<file path="src/rtl/chunk_adder.sv">
// Multi-cycle adder/subtractor that adds SLICE bits per clock, LSB slice first,
// with a valid/ready handshake on both the operand and the result side.
module chunk_adder #(
  parameter int WIDTH = 32,
  parameter int SLICE = 4
) (
  input  logic             clk,
  input  logic             reset,
  input  logic             in_valid,
  output logic             in_ready,
  input  logic [WIDTH-1:0] a,
  input  logic [WIDTH-1:0] b,
  input  logic             subtract,
  output logic             out_valid,
  input  logic             out_ready,
  output logic [WIDTH-1:0] sum,
  output logic             carryout,
  output logic             overflow,
  output logic             zero
);

  localparam int NSLICE = WIDTH / SLICE;
  localparam int CW     = (NSLICE > 1) ? $clog2(NSLICE) : 1;

  typedef enum logic [1:0] {
    IDLE = 2'd0,
    RUN  = 2'd1,
    DONE = 2'd2
  } state_t;

  state_t           state;
  state_t           state_next;
  logic [WIDTH-1:0] a_q;
  logic [WIDTH-1:0] b_q;
  logic [WIDTH-1:0] acc;
  logic [WIDTH-1:0] full;
  logic [CW-1:0]    cnt;
  logic             carry;
  logic [SLICE-1:0] a_sl;
  logic [SLICE-1:0] b_sl;
  logic [SLICE-1:0] s_sl;
  logic             c_sl;
  logic             last;
  logic             ovf_next;

  assign in_ready  = (state == IDLE) && !reset;
  assign out_valid = (state == DONE);
  assign last      = (cnt == CW'(NSLICE - 1));

  // One slice of the ripple: b_q already holds ~b when subtracting.
  always_comb begin
    a_sl = a_q[int'(cnt) * SLICE +: SLICE];
    b_sl = b_q[int'(cnt) * SLICE +: SLICE];
    {c_sl, s_sl} = {1'b0, a_sl} + {1'b0, b_sl} + (SLICE + 1)'(carry);
    full = acc;
    full[int'(cnt) * SLICE +: SLICE] = s_sl;
    // Same-sign operands giving a different-sign result is equivalent to
    // carry-in XOR carry-out at the MSB.
    ovf_next = (a_q[WIDTH-1] == b_q[WIDTH-1]) && (full[WIDTH-1] != a_q[WIDTH-1]);
  end

  always_ff @(posedge clk) begin
    if (reset) state <= IDLE;
    else       state <= state_next;
  end

  always_comb begin
    state_next = state;
    case (state)
      IDLE:    if (in_valid)  state_next = RUN;
      RUN:     if (last)      state_next = DONE;
      DONE:    if (out_ready) state_next = IDLE;
      default:                state_next = IDLE;
    endcase
  end

  // Result registers only load on the final slice so partial sums never leak.
  always_ff @(posedge clk) begin
    if (reset) begin
      a_q      <= '0;
      b_q      <= '0;
      acc      <= '0;
      cnt      <= '0;
      carry    <= 1'b0;
      sum      <= '0;
      carryout <= 1'b0;
      overflow <= 1'b0;
      zero     <= 1'b0;
    end else begin
      case (state)
        IDLE: begin
          if (in_valid) begin
            a_q   <= a;
            b_q   <= subtract ? ~b : b;
            carry <= subtract;
            acc   <= '0;
            cnt   <= '0;
          end
        end
        RUN: begin
          acc   <= full;
          carry <= c_sl;
          if (last) begin
            cnt      <= '0;
            sum      <= full;
            carryout <= c_sl;
            overflow <= ovf_next;
            zero     <= (full == '0);
          end else begin
            cnt <= cnt + CW'(1);
          end
        end
        default: ;
      endcase
    end
  end

endmodule

</file>
<file path="config.mk">
export PLATFORM = sky130hd
export DESIGN_NAME = chunk_adder
export DESIGN_NICKNAME = d
export VERILOG_FILES = /design/src/rtl/chunk_adder.sv
export SDC_FILE = /design/constraint.sdc
export NUM_CORES = 1
export LEC_CHECK = 0
export ABC_AREA = 1
export CORE_ASPECT_RATIO = 0.75
export CORE_MARGIN = 4
export CORE_UTILIZATION = 55
export DETAILED_ROUTE_END_ITERATION = 8
export GPL_ROUTABILITY_DRIVEN = 0
export PLACE_DENSITY = 0.86
export SKIP_LAST_GASP = 1
export SYNTH_ARGS = -nofsm -noshare
export SYNTH_HDL_FRONTEND = slang
export SYNTH_SLANG_ARGS = --single-unit
</file>
<file path="constraint.sdc">
create_clock -name clk -period 5.49 [get_ports clk]
set_clock_uncertainty 0.1 [all_clocks]
set_input_delay 1.647 -clock clk [delete_from_list [all_inputs] [get_ports clk]]
set_output_delay 1.647 -clock clk [all_outputs]
set_load 0.03 [all_outputs]
</file>
## Word level (Yosys, flattened, before mapping)

Cells that the tools add are included.

| storage, ports and cells | value |
|---|---|
| register bits after elaboration | 137 |
| word-level logic and storage cells | 50 |
| RAM bits | 0 |
| bits in latches | 0 |
| memory bits (read-only) | 0 |
| input port bits | 69 |
| memories | 0 |
| output and inout port bits | 37 |

| cells by class | value |
|---|---|
| eq/ne operators | 8 |
| multiplexer cells | 13 |
| shift-type cells | 4 |
| multipliers | 0 |
| bitwise gates (word level) | 1 |
| $lt $le $gt $ge | 0 |
| add/sub/neg operators | 4 |
| divide/modulo/power cells | 0 |
| reductions and logical operators | 10 |

Operators by type and width:

| kind | number |
|---|---|
| 32-bit two-way mux | 2 |
| 32-bit case mux with 2 select lines | 1 |
| 32-bit by 6-bit variable part select with 4-bit output | 2 |
| 5-bit negation with 33-bit output | 1 |
| 4-bit by 33-bit variable shift with 32-bit output, first input constant | 1 |
| 4-bit by 33-bit variable part select with 32-bit output | 1 |
| 32-bit bitwise mux | 1 |
| 32-bit zero test | 1 |
| 32-bit inverter | 1 |
| 2-bit two-way mux | 3 |
| 3-bit two-way mux | 2 |
| 2-bit case mux with 3 select lines | 1 |
| 3-bit case mux with 2 select lines | 1 |
| 2-bit AND reduction | 3 |
| 4-bit by 4-bit adder with 5-bit output | 1 |
| 5-bit by 1-bit adder with 5-bit output | 1 |
| 2-bit != test, second input constant | 2 |
| 3-bit by 1-bit adder with 3-bit output, second input constant | 1 |
| 3-bit equality test, second input constant | 1 |
| 3-bit AND reduction | 1 |
| 2-bit by 1-bit equality test with 1-bit output, second input constant | 1 |
| 2-bit equality test, second input constant | 1 |
| 1-bit logical AND | 2 |
| 2-bit zero test | 1 |
| 7 further kinds | 7 |

## Depth between registers and ports, before layout

Gate-level depths: netlist (run 1).

| depth | value |
|---|---|
| depth in word-level cells | 7 |
| gate-level depth with buffers | 25 |

## Least setup slack after synthesis (run 1)

OpenSTA, ideal clock, no wires.

| timing path | value |
|---|---|
| kind | input to output |
| from | input port reset |
| to | output port in_ready |
| arrival | 2.708 ns |
| stages on the path | 3 |
| required time | 3.743 ns |
| slack | 1.035 ns |
| cells stage by stage | clkbuf_1 clkbuf_1 nor3_1 |

| on the way | value |
|---|---|
| word-level cells in the longest chain between the ends | 2 |

Ends and longest elaborated chain:

| element | RTL line | RTL |
|---|---|---|
| start: declaration | 8 | `input logic reset,` |
| 1-bit zero test | 46 | `assign in_ready = (state == IDLE) && !reset;` |
| 1-bit logical AND | 46 |  |
| end: declaration | 10 | `output logic in_ready,` |

No other way between the ends.

## Worst setup path in the final report (run 1)

Same ends and word-level chain as after synthesis.

==> results of run 1 <==
==> metal layers <==
| layer | global-route usage [%] | vias up | wire length [microns] |
|---|---|---|---|
| met5 | 0 | - | 0 |
| met4 | 7.75 | 0 | 262 |
| met3 | 6.05 | 29 | 1560 |
| met2 | 38.4 | 261 | 7310 |
| met1 | 37.3 | 2854 | 8100 |
| li1 | - | 3164 | - |
==> worst reg2reg max path: cells and delay by family, from the launching register on <==
kind / cells / cell delay [ns]
compound gates: 5 / 1.04
fa+ha+maj: 2 / 0.63
buf+inv: 3 / 0.51
flops: 1 / 0.77
simple gates: 8 / 0.83
==> path summary, 6_finish.rpt <==
path,start,endpoint,cells after the start
max,reset,in_ready,3
min,b_q[4],b_q[4],2
max reg2reg,cnt[1],zero,18
min reg2reg,b_q[4],b_q[4],2
==> cell usage after synthesis (all sizes together) (16+ instances only) <==
library cell,n
a211oi,16
a21oi,74
buf,22
clkbuf,36
dfxtp,137
inv,78
nand2,154
nand3,31
nor2,148
o211ai,17
o21ai,117
xnor2,16
xor2,16
==> registers in the layout, summed over array words and instances, names as in the netlist <==
signal    count
acc          32
carry         1
zero          1
sum          32
b_q          32
overflow      1
state         2
carryout      1
a_q          32
cnt           3
==> area by class of cell <==
| cell class | instances | area, sq um |
|---|---|---|
| fill | 940 | 3440 |
| multi-input combinational | 646 | 3300 |
| sequential | 137 | 2740 |
| timing repair buffer | 112 | 1090 |
| clock buffer | 23 | 478 |
| inverter | 80 | 303 |
| tap | 162 | 203 |
| clock inverter | 7 | 93.8 |
==> metrics by stage <==
step | hold slack (ns) | power (uW)
after floorplan | 0.330 | 1340
after global placement | 0.345 | 1450
after detailed placement | 0.349 | 1460
after CTS | 0.358 | 2560
after global routing | 0.377 | 2660
final | 0.358 | 2560
==> power by group through the flow <==
stage	Sequential, uW	Combinational [uW]	Clock [uW]
4_1_cts	1060	380	1110
3_3_place_gp	1080	366	0
3_5_place_dp	1090	374	0
2_1_floorplan	1080	261	0
5_1_grt	1070	429	1160
6_report	1060	385	1110
==> cells by family after synthesis <==
kind of cell	Yosys count
DFF	137
AOI/OAI and AO/OA	255
and+or+nand+nor	350
adders and majority gates	9
xor gates and xnor gates	32
buffers and inverters	138
==> layout by cell type (no fill, tap or decap), types with 3 or more instances in the layout <==
cell             synthesis  layout
ha_1                     7       7
a31oi_1                  6       6
inv_1                   74      72
nor3_1                   5       5
o21ai_0                115     115
o211ai_1                17      17
buf_4                    2       7
clkbuf_1                36       3
o21a_1                   6       6
clkbuf_8                 0       3
nor2_1                 142     141
nand3_1                 29      29
dfxtp_1                137     137
a21oi_1                 73      73
clkdlybuf4s50_1          0     103
o21bai_1                12      12
xnor2_1                 16      16
nor2_2                   3       4
clkbuf_16                0      17
inv_2                    3       5
or2_2                    5       5
o22ai_1                  6       6
nand2_1                152     151
nor2_4                   3       3
nand4_1                  5       5
xor2_1                  16      16
a211oi_1                16      16
==> summary by stage, run 1 <==
Clock tree
After clock tree synthesis, the clock-pin slew on the worst setup and hold paths is 0.05 ns. The number of buffers created by CTS is 17. The post-cts hold buffer count is 0. The maximum level of the CTS H-tree is 4. Clock latency on the worst-skew pair, taken at its later pin, is approximately 0.42 ns. TritonCTS built the clock tree. Once the clock tree was built, the resizer swapped 0 gates to a different size. In this run the deepest clock path goes through 2 buffers. Buffers added to address setup during post-CTS repair amount to 0. The clock net in this run drives a total of approximately 140 sinks. The cell chosen for the clock root is clkbuf_16.

STA
Setup repair after global routing left no endpoint under its margin. The shortest period the worst path allows is approximately 4.3 ns. Once routing completed, OpenROAD measured the worst setup slack at ~1.2 ns. After routing, the total negative slack on setup checks comes to 0 ns.

Setup violations remaining at the end of the flow were counted as 0. The final critical-path share of the clock period is between 70 and 80%. The upper clock frequency limit is around 230 MHz. For the pin with the worst max-slew slack, the measured transition is about 1.1 ns. The final count of hold timing violations came to 0. Headroom to the max-slew limit came out at 23.5%.

The max-slew violation count is 0.

Placement
Detailed placement ended at an HPWL of between 10000 and 15000 microns. The worst setup timing slack at the placement stage is 1.18 ns. The instance area after placement is around 7600 sq um. The quantity of I/O buffers inserted on ports is approximately 110. Including well taps, the total number of placed cells is roughly 1100.

Final layout
The area growth from synthesis to layout is 24.8%. Once layout is complete, the utilization of the core stands at between 70% and 80%. The number of antenna cells inserted is 0. After routing the design area is 8210 sq um. The final-stage net count is ~1100.

After the flow finishes, the layout carries non-filler instances totaling 1167. In the final layout, the share of cells above drive strength 1 is slightly above 6%.

Worst setup path
Traced cell by cell, the critical path runs through buf_2, nor3_1, clkdlybuf4s50_1. The family with the most delay on the worst path is buffers and inverters. The worst setup path is captured at an output port. Setup slack on the worst reg-to-reg path comes out at roughly 1.6 ns. At the worst endpoint, the arrival time is 2.57 ns. The highest-delay cell along the critical path is clkdlybuf4s50_1. The critical path in this run is classified as in2out. In this run the worst path has a maximum fanout of 2. Data on the critical path is required at its endpoint by between 3 and 4 ns. The startpoint type of the worst setup path is an input pin.

The longest individual stage delay on the worst path is roughly 0.7 ns. The critical path contains buffers and inverters numbering 2 combined.

Yosys
Yosys printed 0 warnings. Summing the areas of all and, or, nand and nor instances in the mapped netlist gives approximately 22% of the synthesized area. The mean instance size in the synthesized netlist is about 7.1 sq um. The flip-flop and latch count after synthesis is roughly 140.

By area the synthesized netlist is led by dfxtp_1 42%, o21ai_0 8.7%, nand2_1 8.7%. Of all cell types, the one taking the most synthesized area is dfxtp_1. After synthesis the cells add up to 6580 sq um.

In this run, distinct cell masters in the synthesized netlist total 38. By area, the combinational part of the netlist is dominated by simple AND/OR/NAND/NOR gates. The area share of fa/ha/maj cells after synthesis is approximately 1.9%. Counting every net in the synthesized netlist gives ~1000. The compound-cell area share of the yosys netlist is between 20% and 30%. The area share of the leading cell type in the synthesized netlist is 41.7%. The number of flops mapped to enable cells by yosys is 0. The mux cell area share after synthesis is 0%. The post-synthesis xor/xnor area fraction is about 4.3%.

The share of the yosys chip area belonging to registers is 41.7%. The most common flop cell mapped by yosys is dfxtp_1. The proportion of synthesized flip-flops having asynchronous set or reset is 0%.

The instance count of the mapped netlist is 921.

Detailed routing
The count of nets left with antenna violations once routing finished came out at 0. The number of violations reported at the end of detailed-routing iteration 0 is around 520. For this run, design rule violations remaining after detail routing come to 0. The routed wire length is approximately 17000 microns. For this block, the via count after detailed routing is about 6300. In the final routed layout, each cell accounts on average for around 15 microns. The pre-antenna-repair detailed-routing pass consisted of 6 iterations. Using the TritonRoute via totals, the vias-per-cell ratio works out to ~5.4.

Floorplanning
~110 I/O pins were placed. The die boundary width is between 100 and 150 microns. The chip height is approximately 100 microns.

The die covers approximately 14000 sq um. The site row count is 34. The core region is approximately 12000 sq um. For this configuration, the core starts out at a cell density of a little under three fifths.

Power
The leakage power figure is 0.00337 uW. The power density over the cells is 311 nW/um^2. The share of total power in sequential cells is between 40% and 50%. IR analysis of the VDD net gives a maximum drop of 0.222 mV. Of the total power, combinational logic draws between 10% and 20%.

In this run switching power makes up between 20% and 30% of total power. The internal power of the cells is around 1900 uW. The net switching component of the power is 673 uW.

The clock network fraction of total power is between 40% and 50%.

GRT
Entering global routing, the biggest net connects 85 pins. The number of antenna violations at the first check in global routing is 0. The total congestion overflow after global routing is 0. The first-pass GRT wire length is 28600 microns. Global routing consumed, over all layers together, between 20% and 30% of the routing resources.

The number of global-route vias before repair is 5892.

Worst hold path
The path class of the tightest hold or removal check is reg2reg.

Job
Max-cap violations in this run came to 0.

Run status
The flow ran to the end, and the final reports show no timing, DRC or antenna violations.
No activity file was read; power rests on OpenSTA's default activity.
==> run 2: changes to the inputs <==
--- a/config.mk
+++ b/config.mk
@@ -8,10 +8,10 @@
 export ABC_AREA = 1
 export CORE_ASPECT_RATIO = 0.75
 export CORE_MARGIN = 4
-export CORE_UTILIZATION = 55
+export CORE_UTILIZATION = 49
 export DETAILED_ROUTE_END_ITERATION = 8
 export GPL_ROUTABILITY_DRIVEN = 0
-export PLACE_DENSITY = 0.86
+export PLACE_DENSITY = 0.81
 export SKIP_LAST_GASP = 1
 export SYNTH_ARGS = -nofsm -noshare
 export SYNTH_HDL_FRONTEND = slang
==> constraint.sdc (replaced) <==
create_clock -name clk -period 3.8 [get_ports clk]
set_clock_uncertainty 0.1 [all_clocks]
set_input_delay 1.14 -clock clk [delete_from_list [all_inputs] [get_ports clk]]
set_output_delay 1.14 -clock clk [all_outputs]
set_load 0.03 [all_outputs]
==> summary by stage, run 2 (synthesized netlist as in run 1, its figures left out) <==
Worst setup path
The family with the most delay on the worst path is buffers and inverters. The capturing element type of the critical path is an output port. The longest individual stage delay on the worst path is 0.70 ns (about the same).

The required time at the worst-slack endpoint came to 2.56 ns (-1.18 ns). The largest individual stage delay along the critical path comes from the cell clkdlybuf4s50_1. The register-to-register setup slack is 0.52 ns (-1.03 ns). The total buffers and inverters traversed by the critical path was 2 (unchanged). The critical path data arrival time came to 2.07 ns (-0.50 ns). In this run the worst setup path begins at reset.

The maximum net fanout on the critical path is 2 (unchanged). In this run the critical register-to-register path is launched from cnt[0]. The worst setup path is of the in2out kind. The startpoint type of the worst setup path is an input pin. The signal on the critical path passes through buf_2, nor3_1, clkdlybuf4s50_1.

Final layout
The multi-input logic area is 3300 sq um (unchanged). In the layout the commonest cells are 151 x nand2_1, 141 x nor2_1, 137 x dfxtp_1, 115 x o21ai_0, 103 x clkdlybuf4s50_1. The final-stage net count was 1079 (+0.65%). The area taken by flip-flops and latches is 2740 sq um (unchanged).

The layout overhead on the synthesized area is 27.1%. The number of antenna cells inserted is 0 (unchanged). The total of fill cells in the finished design was 1121 (+19%). The library cell used most frequently in the layout, excluding fill and tap cells, is nand2_1. The final design instance area without fill is 8360 sq um (+1.8%). The proportion of layout cells with a drive suffix above 1 was 7.20% (+1.1 points).

Detailed routing
The count of antenna-violating nets left after detailed routing is 0 (unchanged). The highest layer used for signal routing is met4. The average routed wire per standard cell is 14.8 microns (about the same).

The total iterations of the first detailed-routing run is 5 (-1). The wire length on met2 came to 7320 microns (+0.12%). The via count normalized by instance count was 5.33 (-1.4%).

The post-detailed-route DRC marker count is 0 (unchanged). The detailed route wirelength on metal3 is 1510 microns (-3.2%). The routed wire length was 17500 microns (+1.6%). The detailed-route wire length on metal 1 is 8490 microns (+4.8%). The number of violations reported at the end of detailed-routing iteration 0 is 824 (+58%).

The number of vias in the routed layout is 6317 (+0.14%).

Power
The leakage power figure is 0.00344 uW (+2.1%). The power consumption came to 3890 uW (+52%). The power density over the cells is 465 nW/um^2 (+49%). The maximum ir drop on the vdd rail was 0.334 mV (+50%).

Clock tree
The clock net sink count is 137 (unchanged). The clock insertion delay at the later pin of the skew report came to 0.41 ns (about the same). CTS placed an instance of clkbuf_16 at the clock tree root. The post-CTS resize count is 0 (unchanged). The clock input transition at the sequential cells of the worst setup and hold paths is 0.06 ns (about the same).

The buffer levels on the longest clock path is 2 (unchanged). The number of buffers created by CTS is 17 (unchanged). TritonCTS built the clock tree.

The post-cts hold buffer count is 0 (unchanged). The maximum level of the CTS H-tree is 4 (unchanged). The post-CTS setup buffer count is 0 (unchanged).

STA
The worst slew margin relative to its limit is 41.0% (+17 points). The final count of hold timing violations is 0 (unchanged). The smallest setup slack after layout came to 0.489 ns (-0.689 ns). Setup repair after global routing left no endpoint under its margin. The slew of the pin with the lowest slew margin is 0.885 ns (-0.262 ns). Timing would allow up to slightly above 300 MHz. The summed negative setup slack over all endpoints is 0 ns (unchanged). The max-slew violation count was 0 (unchanged). The final critical-path share of the clock period is approximately 87%. The clock period could shrink to between 3 and 4 ns. The number of endpoints failing setup at the final stage is 0 (unchanged).

Worst hold path
The hold path startpoint is b_q[25]. The worst hold path belongs to the class reg2reg.

GRT
The total congestion overflow after global routing came to 0 (unchanged). The number of global-route vias before repair came to 5756 (-2.3%). The first-pass GRT wire length came to 28800 microns (+0.77%). The largest net degree at the start of global routing is 71 (-16%). The number of antenna violations at the first check in global routing is 0 (unchanged). The total routing usage reported by global routing was 23.3% (-2.4 points).

Placement
The instance area after placement is 7720 sq um (+1.0%). The quantity of I/O buffers inserted on ports is 105 (unchanged). The sum of net half-perimeters after detailed placement was 12300 microns (+8.4%). The worst setup timing slack at the placement stage is 0.486 ns (-0.689 ns).

Floorplanning
The effective utilization at floorplan was 50.4% (-6.1 points). The area of the die is 15400 sq um (+11%). The core box area is 13100 sq um (+12%). The site row count was 36 (+5.9%). The chip height is 108 microns (+5.5%). The number of top-level pins is 106 (unchanged). The die boundary width came to 142 microns (+5.6%).

Run status
The flow ran to the end, and the final reports show no timing, DRC or antenna violations.

Job
The count of maximum capacitance violations was 0 (unchanged).
[run 2: worst min-delay path, cell delays in order, from the launching register on]
cell and delay, ns:
dfxtp_1 0.30, inv_1 0.06, a21oi_1 0.05
[run 2: power breakdown]
group          switching [uW]  internal, uW
Clock                     650          1140
Sequential               37.7          1500
Combinational             345           216
[run 2: layout make-up]
cell class	count	area share, %
clock buffer	19	5.42
clock inverter	13	2.29
inverter	80	3.62
multi-input combinational	646	39.5
sequential	137	32.8
tap	171	2.56
timing repair buffer	119	13.9
[run 2: through the flow]
step | std cells | util [%] | hold WS [ns]
2_1_floorplan | 921 | - | 0.330
3_3_place_gp | 1153 | 59.1 | 0.344
3_5_place_dp | 1153 | 59.1 | 0.346
4_1_cts | 1185 | 64.0 | 0.355
5_1_grt | 1185 | 64.0 | 0.376
6_report | 1185 | 64.0 | 0.355
[run 2: worst paths after layout]
check        cells after the start       end
max                              3  in_ready
min                              2   b_q[25]
max reg2reg                     17      zero
min reg2reg                      2   b_q[25]
[run 2: layer usage]
layer,up-vias,GRT usage (%)
met5,-,0
li1,3179,-
met1,2838,34.8
met4,0,6.64
met2,282,33.5
met3,18,5.53
==> run 3: changes to the inputs <==
==> constraint.sdc (replaced) <==
create_clock -name clk -period 2.8 [get_ports clk]
set_clock_uncertainty 0.1 [all_clocks]
set_input_delay 0.84 -clock clk [delete_from_list [all_inputs] [get_ports clk]]
set_output_delay 0.84 -clock clk [all_outputs]
set_load 0.03 [all_outputs]
==> summary by stage, run 3 (synthesized netlist as in run 1, its figures left out) <==
STA
The summed negative setup slack over all endpoints is -0.941 ns (-0.941 ns). The upper clock frequency limit is around 330 MHz. The max-slew violation count came to 0 (unchanged). The final count of hold timing violations is 0 (unchanged). Setup repair after global routing could not meet its margin everywhere. The smallest setup slack after layout was -0.238 ns (-0.727 ns). The worst slew margin relative to its limit is 56.6% (+16 points). The number of endpoints failing setup at the final stage is 14 (+14).

After layout, the minimum clock period comes to 3.04 ns. The slew of the pin with the lowest slew margin came to 0.651 ns (-0.234 ns). Of the available clock period, the critical path in the final layout requires 109%.

The final-layout worst hold slack came to 0.361 ns (+0.00539 ns).

Floorplanning
The die boundary width came to 142 microns (unchanged). The site row count is 36 (unchanged). The effective utilization at floorplan is 50.4% (unchanged). The number of top-level pins was 106 (unchanged). The core box area is 13100 sq um (unchanged). The chip height is 108 microns (unchanged). The area of the die was 15400 sq um (unchanged).

Power
The leakage power figure is 0.00379 uW (+10%). The maximum ir drop on the vdd rail is 0.437 mV (+31%). The power density over the cells is 574 nW/um^2 (+23%). The power consumption is 5190 uW (+33%).

Worst setup path
The highest-delay cell along the critical path is fa_2. The family with the most delay on the worst path is simple AND/OR/NAND/NOR gates. The longest individual stage delay on the worst path came to 0.49 ns (-0.21 ns). The worst setup path is launched from a register.

The capturing element type of the critical path is a register. The maximum net fanout on the critical path was 6 (+4). The signal on the critical path passes through buf_12, a21oi_2, o21ai_1, nand2_1, nor2_1, a31oi_1, fa_2, nand2_1, nor2_2, buf_4, o21ai_1, nand3_1, nor2_1, nand3_1, nor2_1, nand3_1, a21oi_2. The critical path data arrival time was 3.28 ns (+1.21 ns). The total buffers and inverters traversed by the critical path is 2 (unchanged). The required time at the worst-slack endpoint was 3.04 ns (+0.48 ns). The setup path with the least slack is of type reg2reg.

Placement
The count of placed standard cells including taps is 1208 (+4.8%). The worst setup timing slack at the placement stage came to -0.225 ns (-0.712 ns). The sum of net half-perimeters after detailed placement came to 13300 microns (+8.0%).

The quantity of I/O buffers inserted on ports is 105 (unchanged).

Final layout
From synthesis to final layout, the design area changed by 37.4%. The final-stage net count came to 1145 (+6.1%). The area taken by flip-flops and latches is 2750 sq um (+0.18%).

The non-filler instance count after layout was 1250 (+5.5%). The total of fill cells in the finished design is 1038 (-7.4%). The library cells used most frequently in the layout, excluding fill and tap cells, are 138 x nand2_1, 135 x nor2_1, 135 x dfxtp_1, 103 x clkdlybuf4s50_1, 98 x o21ai_0. The multi-input logic area is 3450 sq um (+4.7%).

The proportion of layout cells with a drive suffix above 1 is 16.5% (+9.3 points). The number of antenna cells inserted is 0 (unchanged). Leaving out fill and tap cells, the most frequent cell in the layout is nand2_1.

GRT
The number of antenna violations at the first check in global routing came to 0 (unchanged). The first-pass GRT wire length is 31300 microns (+8.6%). The number of global-route vias before repair is 6305 (+9.5%). The largest net degree at the start of global routing is 67 (-5.6%). The total routing usage reported by global routing came to 25.3% (+1.9 points). The total congestion overflow after global routing came to 0 (unchanged).

Job
The count of maximum capacitance violations is 0 (unchanged).

Worst hold path
The worst hold path belongs to the class reg2reg.

Clock tree
Clock tree synthesis selected as its root buffer the cell clkbuf_16. The clock net sink count was 137 (unchanged). The number of buffers created by CTS was 17 (unchanged). The clock input transition at the sequential cells of the worst setup and hold paths was 0.06 ns (about the same).

The CTS tree is built. The maximum level of the CTS H-tree is 4 (unchanged). The buffer levels on the longest clock path is 2 (unchanged). The post-cts hold buffer count came to 0 (unchanged). The clock insertion delay at the later pin of the skew report is 0.42 ns (about the same).

Detailed routing
The via count normalized by instance count is 5.52 (+3.6%). The number of violations reported at the end of detailed-routing iteration 0 was 708 (-14%). The total iterations of the first detailed-routing run came to 6 (+1).

The post-detailed-route DRC marker count is 0 (unchanged). The number of vias in the routed layout is 6901 (+9.2%). The average routed wire per standard cell is 15.7 microns (+6.4%). The routed wire length is 19600 microns (+12%).

The count of antenna-violating nets left after detailed routing is 0 (unchanged).

Run status
The checks that failed: setup timing. The run finished, with violations left.
[run 3: changes by cell type in the layout (fill, tap and decap cells not counted), moves of 4 or more]
| cell | previous run | this run |
|---|---|---|
| a21oi_1 | 73 | 66 |
| nor2_2 | 4 | 8 |
| buf_4 | 13 | 71 |
| o21ai_0 | 115 | 98 |
| buf_12 | 1 | 6 |
| nand2_1 | 151 | 138 |
| o21ai_2 | 0 | 4 |
| a21oi_2 | 1 | 6 |
| o21ai_1 | 2 | 15 |
| nor2_1 | 141 | 135 |
| nand2_2 | 2 | 14 |
[run 3: what timing repair did]
action / CTS / global route
setup buffers: 9 / 1
pin swaps: 17 / 17
gates resized for setup: 27 / 35
endpoints found under the setup margin: 27 / 47
cloned: 1 / 0
[run 3: final cells by class]
class	instances	area share, %
clock buffers	21	5.20
clock inverters	10	1.05
inverters	80	3.43
multi-input cells	646	38.2
flip-flops and latches	137	30.4
well taps	171	2.37
repair buffers	185	19.3
[run 3: metrics by stage]
step / instance area (sq um) / util, %
after detailed placement: 8200 / 62.8
after floorplan: 6650 / -
after global routing: 9040 / 69.2
after CTS: 8930 / 68.4
after global placement: 8200 / 62.8
final: 9040 / 69.2
[run 3: path summary, 6_finish.rpt]
path / endpoint / startpoint / slack (ns) / depth (start not counted)
setup / recovery: zero / cnt[0] / -0.24 / 17
hold / removal: b_q[4] / b_q[4] / 0.36 / 2
setup reg to reg: zero / cnt[0] / -0.24 / 17
hold reg to reg: b_q[4] / b_q[4] / 0.36 / 2
[run 3: worst reg2reg max path: cells and delay by family (launching register included)]
family / cells / cell delay (ns)
AO/OA/AOI/OAI: 5 / 0.80
buffers and inverters: 2 / 0.29
AND/OR/NAND/NOR: 9 / 0.87
adder cells (fa/ha/maj): 1 / 0.49
flip-flops: 1 / 0.39
[run 3: metal layers]
metal  up-vias  routed length, microns  GRT usage (%)
met2       397                    8200           35.9
met1      3138                    8910           37.3
met4         0                     344           6.85
met5         -                       0              0
met3        46                    2180           7.25
li1       3320                       -              -
[run 3: power breakdown]
part	total (uW)	internal [uW]	leakage [uW]	switching, uW
clock network	2140	1290	0.000275	850
logic	946	408	0.00239	538
registers	2100	2040	0.00112	59.1
